--- src/rtl/mem_ctrl.sv ---
// mem_ctrl: byte-serial controller between an 8-bit unified RAM port and two clients
// (instruction-cache miss path and load/store unit). Serialises each access into byte
// cycles, assembles/disassembles little-endian words and returns a one-cycle completion
// pulse. The LSU has priority over the instruction fetch.
// Optional feature: define MEMCTRL_FLUSH_EN to add the 'clear' rollback input, which
// aborts an in-flight fetch or load (never a store).
module mem_ctrl #(
  parameter logic [31:0] IO_BASE = 32'h0003_0000
) (
  input  logic        clk,
  input  logic        rst,
  input  logic        rdy,
`ifdef MEMCTRL_FLUSH_EN
  input  logic        clear,
`endif
  input  logic        io_buffer_full,
  input  logic [7:0]  mem_din,
  output logic [7:0]  mem_dout,
  output logic [31:0] mem_a,
  output logic        mem_wr,
  input  logic        inst_miss,
  input  logic [31:0] inst_pc,
  output logic        inst_rdy,
  output logic [31:0] inst_data,
  input  logic        ls_req,
  input  logic        ls_wr,
  input  logic [31:0] ls_addr,
  input  logic [1:0]  ls_len,
  input  logic [31:0] ls_wdata,
  output logic        ls_done,
  output logic [31:0] ls_rdata
);

  localparam logic [31:0] IoTop = 32'h0003_FFFF;

  typedef enum logic [2:0] {StIdle, StIfetch, StLoad, StStore, StDone} state_e;

  state_e      state_q, state_d;
  logic [2:0]  cnt_q, cnt_d;
  logic [2:0]  len_q, len_d;
  logic [31:0] base_q, base_d;
  logic [31:0] wdata_q, wdata_d;
  logic [31:0] asm_q, asm_d;
  logic [31:0] mem_a_q, mem_a_d;
  logic [7:0]  mem_dout_q, mem_dout_d;
  logic        mem_wr_q, mem_wr_d;
  logic        inst_rdy_q, inst_rdy_d;
  logic        ls_done_q, ls_done_d;
  logic [31:0] inst_data_q, inst_data_d;
  logic [31:0] ls_rdata_q, ls_rdata_d;

  logic        flush;
  logic        st_issue;
  logic [2:0]  st_idx;
  logic [1:0]  rd_byte;

`ifdef MEMCTRL_FLUSH_EN
  assign flush = clear;
`else
  assign flush = 1'b0;
`endif

  function automatic logic [2:0] len_to_n(input logic [1:0] len);
    case (len)
      2'd0:    return 3'd1;
      2'd1:    return 3'd2;
      default: return 3'd4; // 3 is illegal and behaves as a word
    endcase
  endfunction

  function automatic logic is_io(input logic [31:0] a);
    return (a >= IO_BASE) && (a <= IoTop);
  endfunction

  // Next-state and registered-output logic.
  always_comb begin
    state_d     = state_q;
    cnt_d       = cnt_q;
    len_d       = len_q;
    base_d      = base_q;
    wdata_d     = wdata_q;
    asm_d       = asm_q;
    mem_a_d     = mem_a_q;
    mem_dout_d  = mem_dout_q;
    mem_wr_d    = mem_wr_q;
    inst_rdy_d  = 1'b0;
    ls_done_d   = 1'b0;
    inst_data_d = inst_data_q;
    ls_rdata_d  = ls_rdata_q;
    st_issue    = 1'b0;
    st_idx      = 3'd0;
    rd_byte     = 2'(cnt_q - 3'd1);

    unique case (state_q)
      StIdle: begin
        mem_wr_d = 1'b0;
        if (!flush && ls_req) begin
          base_d  = ls_addr;
          len_d   = len_to_n(ls_len);
          wdata_d = ls_wdata;
          cnt_d   = 3'd0;
          asm_d   = '0;
          if (ls_wr) begin
            state_d  = StStore;
            st_issue = 1'b1;
            st_idx   = 3'd0;
          end else begin
            state_d = StLoad;
            mem_a_d = ls_addr;
          end
        end else if (!flush && inst_miss) begin
          base_d  = inst_pc;
          len_d   = 3'd4;
          cnt_d   = 3'd0;
          asm_d   = '0;
          state_d = StIfetch;
          mem_a_d = inst_pc;
        end
      end

      StIfetch, StLoad: begin
        mem_wr_d = 1'b0;
        if (flush) begin
          state_d = StIdle;
          cnt_d   = 3'd0;
        end else begin
          // cnt_q counts edges since acceptance; RAM data lags the address by two edges.
          cnt_d = cnt_q + 3'd1;
          if (cnt_q + 3'd1 < len_q) begin
            mem_a_d = base_q + 32'(cnt_q) + 32'd1;
          end
          if (cnt_q != 3'd0) begin
            asm_d[{rd_byte, 3'b000} +: 8] = mem_din;
          end
          if (cnt_q == len_q) begin
            state_d = StDone;
            cnt_d   = 3'd0;
            if (state_q == StIfetch) begin
              inst_rdy_d  = 1'b1;
              inst_data_d = asm_d;
            end else begin
              ls_done_d  = 1'b1;
              ls_rdata_d = asm_d;
            end
          end
        end
      end

      StStore: begin
        // A byte presented with mem_wr high is written at this edge, so move to the next.
        st_issue = 1'b1;
        st_idx   = mem_wr_q ? cnt_q + 3'd1 : cnt_q;
      end

      StDone: begin
        state_d = StIdle;
      end

      default: begin
        state_d = StIdle;
      end
    endcase

    // Shared store step: used at acceptance and on every store cycle.
    if (st_issue) begin
      cnt_d = st_idx;
      if (st_idx == len_d) begin
        mem_wr_d  = 1'b0;
        ls_done_d = 1'b1;
        state_d   = StDone;
        cnt_d     = 3'd0;
      end else if (io_buffer_full && is_io(base_d)) begin
        mem_wr_d = 1'b0;
      end else begin
        mem_a_d    = base_d + 32'(st_idx);
        mem_dout_d = wdata_d[{st_idx[1:0], 3'b000} +: 8];
        mem_wr_d   = 1'b1;
      end
    end
  end

  // State register; rdy low freezes everything.
  always_ff @(posedge clk) begin
    if (rst) begin
      state_q     <= StIdle;
      cnt_q       <= 3'd0;
      len_q       <= 3'd0;
      base_q      <= '0;
      wdata_q     <= '0;
      asm_q       <= '0;
      mem_a_q     <= '0;
      mem_dout_q  <= '0;
      mem_wr_q    <= 1'b0;
      inst_rdy_q  <= 1'b0;
      ls_done_q   <= 1'b0;
      inst_data_q <= '0;
      ls_rdata_q  <= '0;
    end else if (rdy) begin
      state_q     <= state_d;
      cnt_q       <= cnt_d;
      len_q       <= len_d;
      base_q      <= base_d;
      wdata_q     <= wdata_d;
      asm_q       <= asm_d;
      mem_a_q     <= mem_a_d;
      mem_dout_q  <= mem_dout_d;
      mem_wr_q    <= mem_wr_d;
      inst_rdy_q  <= inst_rdy_d;
      ls_done_q   <= ls_done_d;
      inst_data_q <= inst_data_d;
      ls_rdata_q  <= ls_rdata_d;
    end
  end

  assign mem_a     = mem_a_q;
  assign mem_dout  = mem_dout_q;
  assign mem_wr    = mem_wr_q;
  assign inst_rdy  = inst_rdy_q;
  assign inst_data = inst_data_q;
  assign ls_done   = ls_done_q;
  assign ls_rdata  = ls_rdata_q;

endmodule

--- config.mk ---
export PLATFORM = sky130hd
export DESIGN_NAME = mem_ctrl
export DESIGN_NICKNAME = d
export VERILOG_FILES = /design/src/rtl/mem_ctrl.sv
export SDC_FILE = /design/constraint.sdc
export NUM_CORES = 1
export LEC_CHECK = 0
export BUFFER_PORTS_ARGS = -buffer_cell sky130_fd_sc_hd__buf_2
export CORE_MARGIN = 4
export CORE_UTILIZATION = 53
export CTS_BUF_LIST = sky130_fd_sc_hd__clkbuf_2
export DETAILED_ROUTE_END_ITERATION = 8
export PLACE_DENSITY = 0.8
export SLEW_MARGIN = 20
export SYNTH_ARGS = -nofsm -noshare
export SYNTH_HDL_FRONTEND = slang
export SYNTH_SLANG_ARGS = --single-unit
--- constraint.sdc ---
create_clock -name clk -period 3.8 [get_ports clk]
set_input_delay 0.95 -clock clk [delete_from_list [all_inputs] [get_ports clk]]
set_output_delay 0.95 -clock clk [all_outputs]
set_load 0.005 [all_outputs]
==> results of run 1 <==
-- cells by family (layout without fill, tap and decap cells) --
kind of cell	after synthesis	in the layout	share of synthesized area (%)
other	0	3	0
XOR/XNOR	63	63	4.63
buffers and inverters	145	395	4.95
flip-flops	212	212	35.6
AO/OA/AOI/OAI	491	491	27.8
AND/OR/NAND/NOR	628	628	23.8
multiplexers	16	16	1.38
adder cells (fa/ha/maj)	17	17	1.91
-- state kept, by name (all words and copies together), names as in the netlist, 3 cells and up --
signal	flops
len_q	3
mem_dout	8
cnt_q	3
ls_rdata	32
base_q	32
wdata_q	32
mem_a	32
state_q	3
inst_data	32
asm_q	32
-- final cells by class --
type,instances,area [um2],area share [%]
Multi-Input combinational cell,1215,7160,51.5
Sequential cell,212,4240,30.5
Timing Repair Buffer,283,1620,11.7
Clock buffer,75,375,2.70
Tap cell,280,350,2.52
Clock inverter,20,86.3,0.621
Inverter,17,63.8,0.459
Antenna cell,3,7.51,0.0540
-- critical path, delay by kind of cell (launching register included) --
kind            cells  cell delay, ps
fa+ha+maj           1             300
simple gates        4             600
xor+xnor            1             170
flops               1             640
compound gates      5             980
buf+inv             2             600
-- stage by stage --
step / total power [mW] / cells
final: 5.46 / 2105
after detailed placement: 3.97 / 2007
after floorplan: 3.44 / 1572
after global routing: 5.76 / 2103
after global placement: 3.96 / 2007
after CTS: 5.45 / 2102
-- layout by cell type (no fill, tap or decap), types with 9 or more instances in the layout --
| cell | synthesis | final |
|---|---|---|
| buf_2 | 19 | 218 |
| a31oi_1 | 17 | 17 |
| ha_1 | 15 | 15 |
| and3_1 | 20 | 20 |
| xnor2_1 | 37 | 37 |
| nand2_1 | 236 | 236 |
| buf_4 | 2 | 61 |
| a21oi_1 | 142 | 141 |
| and2_1 | 10 | 10 |
| a22o_1 | 12 | 12 |
| mux2i_1 | 15 | 15 |
| o21ai_0 | 28 | 28 |
| dfxtp_1 | 212 | 212 |
| nor2_1 | 194 | 188 |
| inv_1 | 16 | 16 |
| a22oi_1 | 64 | 64 |
| clkinv_1 | 1 | 16 |
| o221ai_1 | 12 | 12 |
| nor3_1 | 51 | 51 |
| nand3_1 | 43 | 43 |
| xor2_1 | 26 | 26 |
| o22ai_1 | 35 | 34 |
| a211oi_1 | 87 | 87 |
| clkbuf_2 | 0 | 75 |
| nand2b_1 | 9 | 9 |
| o211ai_1 | 13 | 13 |
| a21o_1 | 10 | 10 |
-- power groups by stage --
stage / clock, mW / sequential [mW] / combinational (mW)
6_report: 1.49 / 2.48 / 1.50
5_1_grt: 1.65 / 2.49 / 1.62
4_1_cts: 1.52 / 2.47 / 1.46
3_5_place_dp: 0 / 2.52 / 1.45
3_3_place_gp: 0 / 2.52 / 1.44
2_1_floorplan: 0 / 2.48 / 0.956
-- cells in the mapped netlist, drive strengths merged (8+ instances only) --
| library cell | n |
|---|---|
| a21boi | 8 |
| a31oi | 17 |
| a211oi | 88 |
| a22oi | 64 |
| nor4 | 11 |
| a21oi | 143 |
| nand3 | 43 |
| xor2 | 26 |
| xnor2 | 37 |
| o221ai | 12 |
| nor2 | 197 |
| dfxtp | 212 |
| nor3 | 52 |
| mux2i | 15 |
| o211ai | 13 |
| inv | 16 |
| and3 | 20 |
| nand2 | 236 |
| a311oi | 8 |
| a22o | 12 |
| buf | 36 |
| clkbuf | 92 |
| a21o | 10 |
| ha | 15 |
| o21ai | 32 |
| and2 | 10 |
| o22ai | 35 |
| nor2b | 9 |
| nand2b | 9 |
-- layer usage --
layer | wire length (um) | part of all wire [%] | vias to the layer above
met5 | 0 | 0 | -
met3 | 4980 | 12 | 119
li1 | - | - | 6157
met4 | 1070 | 2.6 | 0
met2 | 18200 | 44 | 856
met1 | 17100 | 41 | 6089
-- how the worst min path moves through the flow --
stage | from | endpoint | slack, ps
finish | ls_wdata[5] | wdata_q[5] | 340
global route | ls_wdata[0] | wdata_q[0] | 270
CTS | ls_wdata[5] | wdata_q[5] | 270
detailed placement | wdata_q[0] | wdata_q[0] | 450
global placement | wdata_q[19] | wdata_q[19] | 440
floorplan | wdata_q[0] | wdata_q[0] | 440
==> impl_results.md, run 1 <==
- Top cells by area, synth: dfxtp_1 (36%), nand2_1 (7.4%), nor2_1 (6.1%), a21oi_1 (6.0%), a211oi_1 (5.5%)
- Min Hold Slack: 340 ps
- H-tree depth: 2
- Post-CTS Resized: 0
- First-pass GRT wire length: 64,500 um
- Syn-to-layout area delta: 16.6%
- Async set-reset flop share out of synthesis: 0%
- Power Dens Cells: 393 nW/um2
- Critical Path Max Stage Delay: 640 ps
- Most frequent CP cell: buf_4
- Clock power share: 27.2%
- Leakage power: 5.48 nW
- Critical path class: reg2reg
- Final WL: 41,400 um
- Crit path to: mem_a[29]
- Status: finished clean
- Max Clock Skew: 67.0 ps
- Final Cell Area: 13,900 um2
- #FFs+latches synth: 212
- CTS tree: yes
- Vias in the first global route: 12,100
- Initial antenna violation count: 1
- Startpoint Class: flop
- Area post-placement: 13,400 um2
- Part of the power in registers: 45.3%
- GRT Resource Usage Total: 31.9%
- Final Hold Fails: 0
- R2r startpoint: state_q[2]
- Global route overflow: 0
- Worst skew pair latency: 850 ps
- PortBufs: 219
- Post-CTS Setup Inserts: 0
- Setup slack after layout: 397 ps
- M2 GR Usage: 48.2%
- Core Box Area: 22,000 um2
- Internal: 3.44 mW
- Root Driver: clkbuf_2
- Gate power share: 27.4%
- Final HPWL DP: 29,100 um
- Synth Flop Type: dfxtp_1
- Largest net degree at the start of global routing: 144
- Unrepaired setup endpoints after global routing: false
- CTS buffer count: 56
- WP data arrival: 4110 ps
- Post-synth EDFFs: 0
- Syn avg cell area: 7.59 um2
- Layout cell share with drive strength beyond 1: 21.6%
- TritonCTS Sinks: 212
- Global routing usage on met1: 45.2%
- R2R Setup Slk: 400 ps
- Worst setup startpoint: state_q[2]
- Tightest Pin Transition: 693 ps
- Worst-path cell chain: or3_1 > buf_4 > o22ai_2 > ha_1 > a21o_1 > a21oi_2 > a311o_1 > nor4_4 > buf_4 > nand4_1 > xnor2_1 > nor2_1 > o32ai_1
- Net Switching: 2.02 mW
- Peak supply drop: 0.206 mV
- Top Usage Layer GRT: met2
- DR WL/cell: 19.6 um
- Slew HR: 53.3%
- Die area: 25,000 um2
- Vias: 13,200
- Clock buffer depth: 3
- Reg2reg end: mem_a[29]
- Leading area contributor after synthesis: dfxtp_1
- DRC Markers: 0
- Class of the worst hold path: in2reg
- Synth top area share: 35.6%
- Tmin final: 3400 ps
- Die H: 158 um
- Via/cell ratio: 6.28
- Post-route ant nets: 0
- Std-Cell Rows: 54
- Place WS: 139 ps
- Worst r2r path cells: 13
- Final setup fails: 0
- Highest clock rate: 294 MHz
- Crit end category: flop
- Post-route clock period utilization: 89.6%
- CTS Hold Bufs: 0
- Initial Utilization: 54.3%
- Fill cells: 1,999
- WP data required: 4510 ps
- Syn nets: 1,702
- Sw frac: 36.9%
- Max-cap violations: 0
- Die X: 158 um
- Synthesized instance count: 1,572
- GR Util met3: 7.16%
- Slowest cell on crit path: dfxtp_1
- Post-layout util: 63.3%
- Distinct cell type count after synthesis: 76
- CP max FO: 24
- Yosys warnings: 0
- Worst-path clk slew: 100 ps
- DR pass1 iterations: 6
- Fin Setup TNS: 0 ps
- Final GP Congestion: 1.06
- Final nets: 1,915
- Slew Limit Fails: 0
- Mapped cell area: 11,900 um2
- Detailed Route Iter0 Violations: 1,582
- # IOs: 220
- Hold Path Stages: 3
- Seq/Total Area, Yosys: 35.6%
No activity file was read; power rests on OpenSTA's default activity.
==> inputs of run 2 (changes only) <==
- CTS_BUF_LIST: sky130_fd_sc_hd__clkbuf_2 -> sky130_fd_sc_hd__clkbuf_8
==> run 2 against run 1 <==
Effect of this change: core utilization increased by 1.3 points; sequential share of layout area decreased by 0.61 points; clock power increased by 43%; global-route usage about the same; setup slack about the same; non-clock buffer count unchanged; worst hold slack improved by 110 ps; sequential cell count unchanged; fmax about the same; combinational power about the same; critical path depth unchanged; die area unchanged; highest routed layer unchanged.
==> impl_results.md, run 2 (synthesis gave the netlist of run 1 again) <==
- Status: finished clean
- Slew Limit Fails: 0 (unchanged)
- Crit end category: flop
- Setup slack after layout: 397 ps (+0.471 ps)
- Global route overflow: 0 (unchanged)
- Startpoint Class: flop
- Root Driver: clkbuf_8
- DRC Markers: 0 (unchanged)
- Fin Setup TNS: 0 ps (unchanged)
- Power Dens Cells: 430 nW/um2 (+9.6%)
- Internal: 4.08 mW (+18%)
- Final Hold Fails: 0 (unchanged)
- Critical path class: reg2reg
- Tightest Pin Transition: 739 ps (+46.2 ps)
- Via/cell ratio: 6.32 (+0.59%)
- Core Box Area: 22,000 um2 (unchanged)
- Post-CTS Setup Inserts: 0 (unchanged)
- Clock buffer depth: 3 (unchanged)
- Top Usage Layer GRT: met2
- Final GP Congestion: 1.06 (unchanged)
- Detailed Route Iter0 Violations: 1,593 (+0.70%)
- Gate power share: 24.5% (-2.9 points)
- Peak supply drop: 0.237 mV (+15%)
- Initial antenna violation count: 0 (-1)
- Vias in the first global route: 12,000 (-0.77%)
- Tmin final: 3400 ps (-0.471 ps)
- TritonCTS Sinks: 212 (unchanged)
- Final WL: 41,300 um (-0.24%)
- Layout cell share with drive strength beyond 1: 20.4% (-1.2 points)
- Slew HR: 50.2% (-3.1 points)
- Die area: 25,000 um2 (unchanged)
- M2 GR Usage: 48.4% (+0.22 points)
- Highest clock rate: 294 MHz (about the same)
- Most frequent cells in the layout: nand2_1 (236), buf_2 (218), dfxtp_1 (212), nor2_1 (188), a21oi_1 (141)
- Worst-path clk slew: 60 ps (-40 ps)
- Post-CTS Resized: 0 (unchanged)
- Std-Cell Rows: 54 (unchanged)
- Slowest cell on crit path: dfxtp_1
- Vias: 13,100 (-0.99%)
- Unrepaired setup endpoints after global routing: false
- H-tree depth: 2 (unchanged)
- Final HPWL DP: 29,100 um (unchanged)
- Critical Path Max Stage Delay: 620 ps (-20 ps)
- CTS Hold Bufs: 0 (unchanged)
- Post-route ant nets: 0 (unchanged)
- Fill cells: 1,929 (-3.5%)
- Sw frac: 33.3% (-3.7 points)
- Die X: 158 um (unchanged)
- CTS buffer count: 38 (-32%)
- Leakage power: 5.56 nW (+1.5%)
- Place WS: 139 ps (unchanged)
- Clock power share: 34.9% (+7.7 points)
- Global routing usage on met1: 45.0% (-0.15 points)
- Die H: 158 um (unchanged)
- Most frequent CP cell: buf_4
- CP max FO: 24 (unchanged)
- Part of the power in registers: 40.6% (-4.7 points)
- R2R Setup Slk: 400 ps (about the same)
- WP data required: 4270 ps (-240 ps)
- Largest net degree at the start of global routing: 144 (unchanged)
- Worst-path cell chain: or3_1 > buf_4 > o22ai_2 > ha_1 > a21o_1 > a21oi_2 > a311o_1 > nor4_4 > buf_4 > nand4_1 > xnor2_1 > nand2_1 > a21oi_1
- Initial Utilization: 54.3% (unchanged)
- Worst skew pair latency: 540 ps (-310 ps)
- # IOs: 220 (unchanged)
- Max-cap violations: 0 (unchanged)
- Max Clock Skew: 20.0 ps (-47.0 ps)
- DR pass1 iterations: 6 (unchanged)
- WP data arrival: 3870 ps (-240 ps)
- Final setup fails: 0 (unchanged)
- GR Util met3: 7.24% (+0.082 points)
- DR WL/cell: 19.9 um (+1.4%)
- First-pass GRT wire length: 64,400 um (about the same)
- Final nets: 1,897 (-0.94%)
- CTS tree: yes
- Post-route clock period utilization: 89.5% (about the same)
- PortBufs: 219 (unchanged)
- Class of the worst hold path: reg2reg
- GRT Resource Usage Total: 31.8% (-0.035 points)
- Syn-to-layout area delta: 19.0%
- Most common cell after layout, fill and taps aside: nand2_1
- Net Switching: 2.03 mW (+0.71%)
[run 2: changes by cell type in the layout (fill, tap and decap cells not counted), moves of 2 or more]
cell	change
diode_2	-2
clkbuf_8	+46
clkbuf_2	-75
inv_1	+12
clkinv_1	-15
[run 2: path summary, 6_finish.rpt]
kind                                   from  depth (start not counted)          end
worst min register to register  wdata_q[10]                          2  wdata_q[10]
worst min-delay path            wdata_q[10]                          2  wdata_q[10]
worst max register to register   state_q[2]                         13    mem_a[27]
worst max-delay path             state_q[2]                         13    mem_a[27]
[run 2: layout make-up]
class | count | area (um2) | area share [%]
diodes | 1 | 2.50 | 0.0176
clock buffers | 46 | 633 | 4.46
clock inverters | 18 | 119 | 0.838
inverters | 17 | 63.8 | 0.450
multi-input cells | 1215 | 7160 | 50.4
flip-flops and latches | 212 | 4240 | 29.9
well taps | 280 | 350 | 2.47
repair buffers | 283 | 1620 | 11.4
[run 2: power by group through the flow]
stage	registers, mW	clock network (mW)	logic [mW]
floorplan	2.48	0	0.956
global placement	2.52	0	1.44
detailed placement	2.52	0	1.45
CTS	2.47	2.16	1.46
global route	2.49	2.26	1.62
finish	2.48	2.13	1.50
[run 2: critical path: cells and delay by family (launching register included)]
kind            cells  cell delay (ps)
simple gates        4              670
flops               1              620
fa+ha+maj           1              300
compound gates      5              850
xor+xnor            1              280
buf+inv             2              600
[run 2: metal layers]
| layer | part of all wire [%] | wire [um] |
|---|---|---|
| met3 | 12 | 4890 |
| met2 | 44 | 18000 |
| met4 | 2.7 | 1120 |
| met5 | 0 | 0 |
| met1 | 42 | 17200 |
[run 2: per-stage QoR]
step	total power, mW	utilization, %	hold slack, ps	std cells	area [um2]
6_report	6.11	64.6	453	2072	14200
3_5_place_dp	3.97	61.2	447	2007	13400
3_3_place_gp	3.96	61.2	441	2007	13400
4_1_cts	6.09	64.6	454	2071	14200
2_1_floorplan	3.44	-	437	1572	12000
5_1_grt	6.38	64.6	472	2071	14200
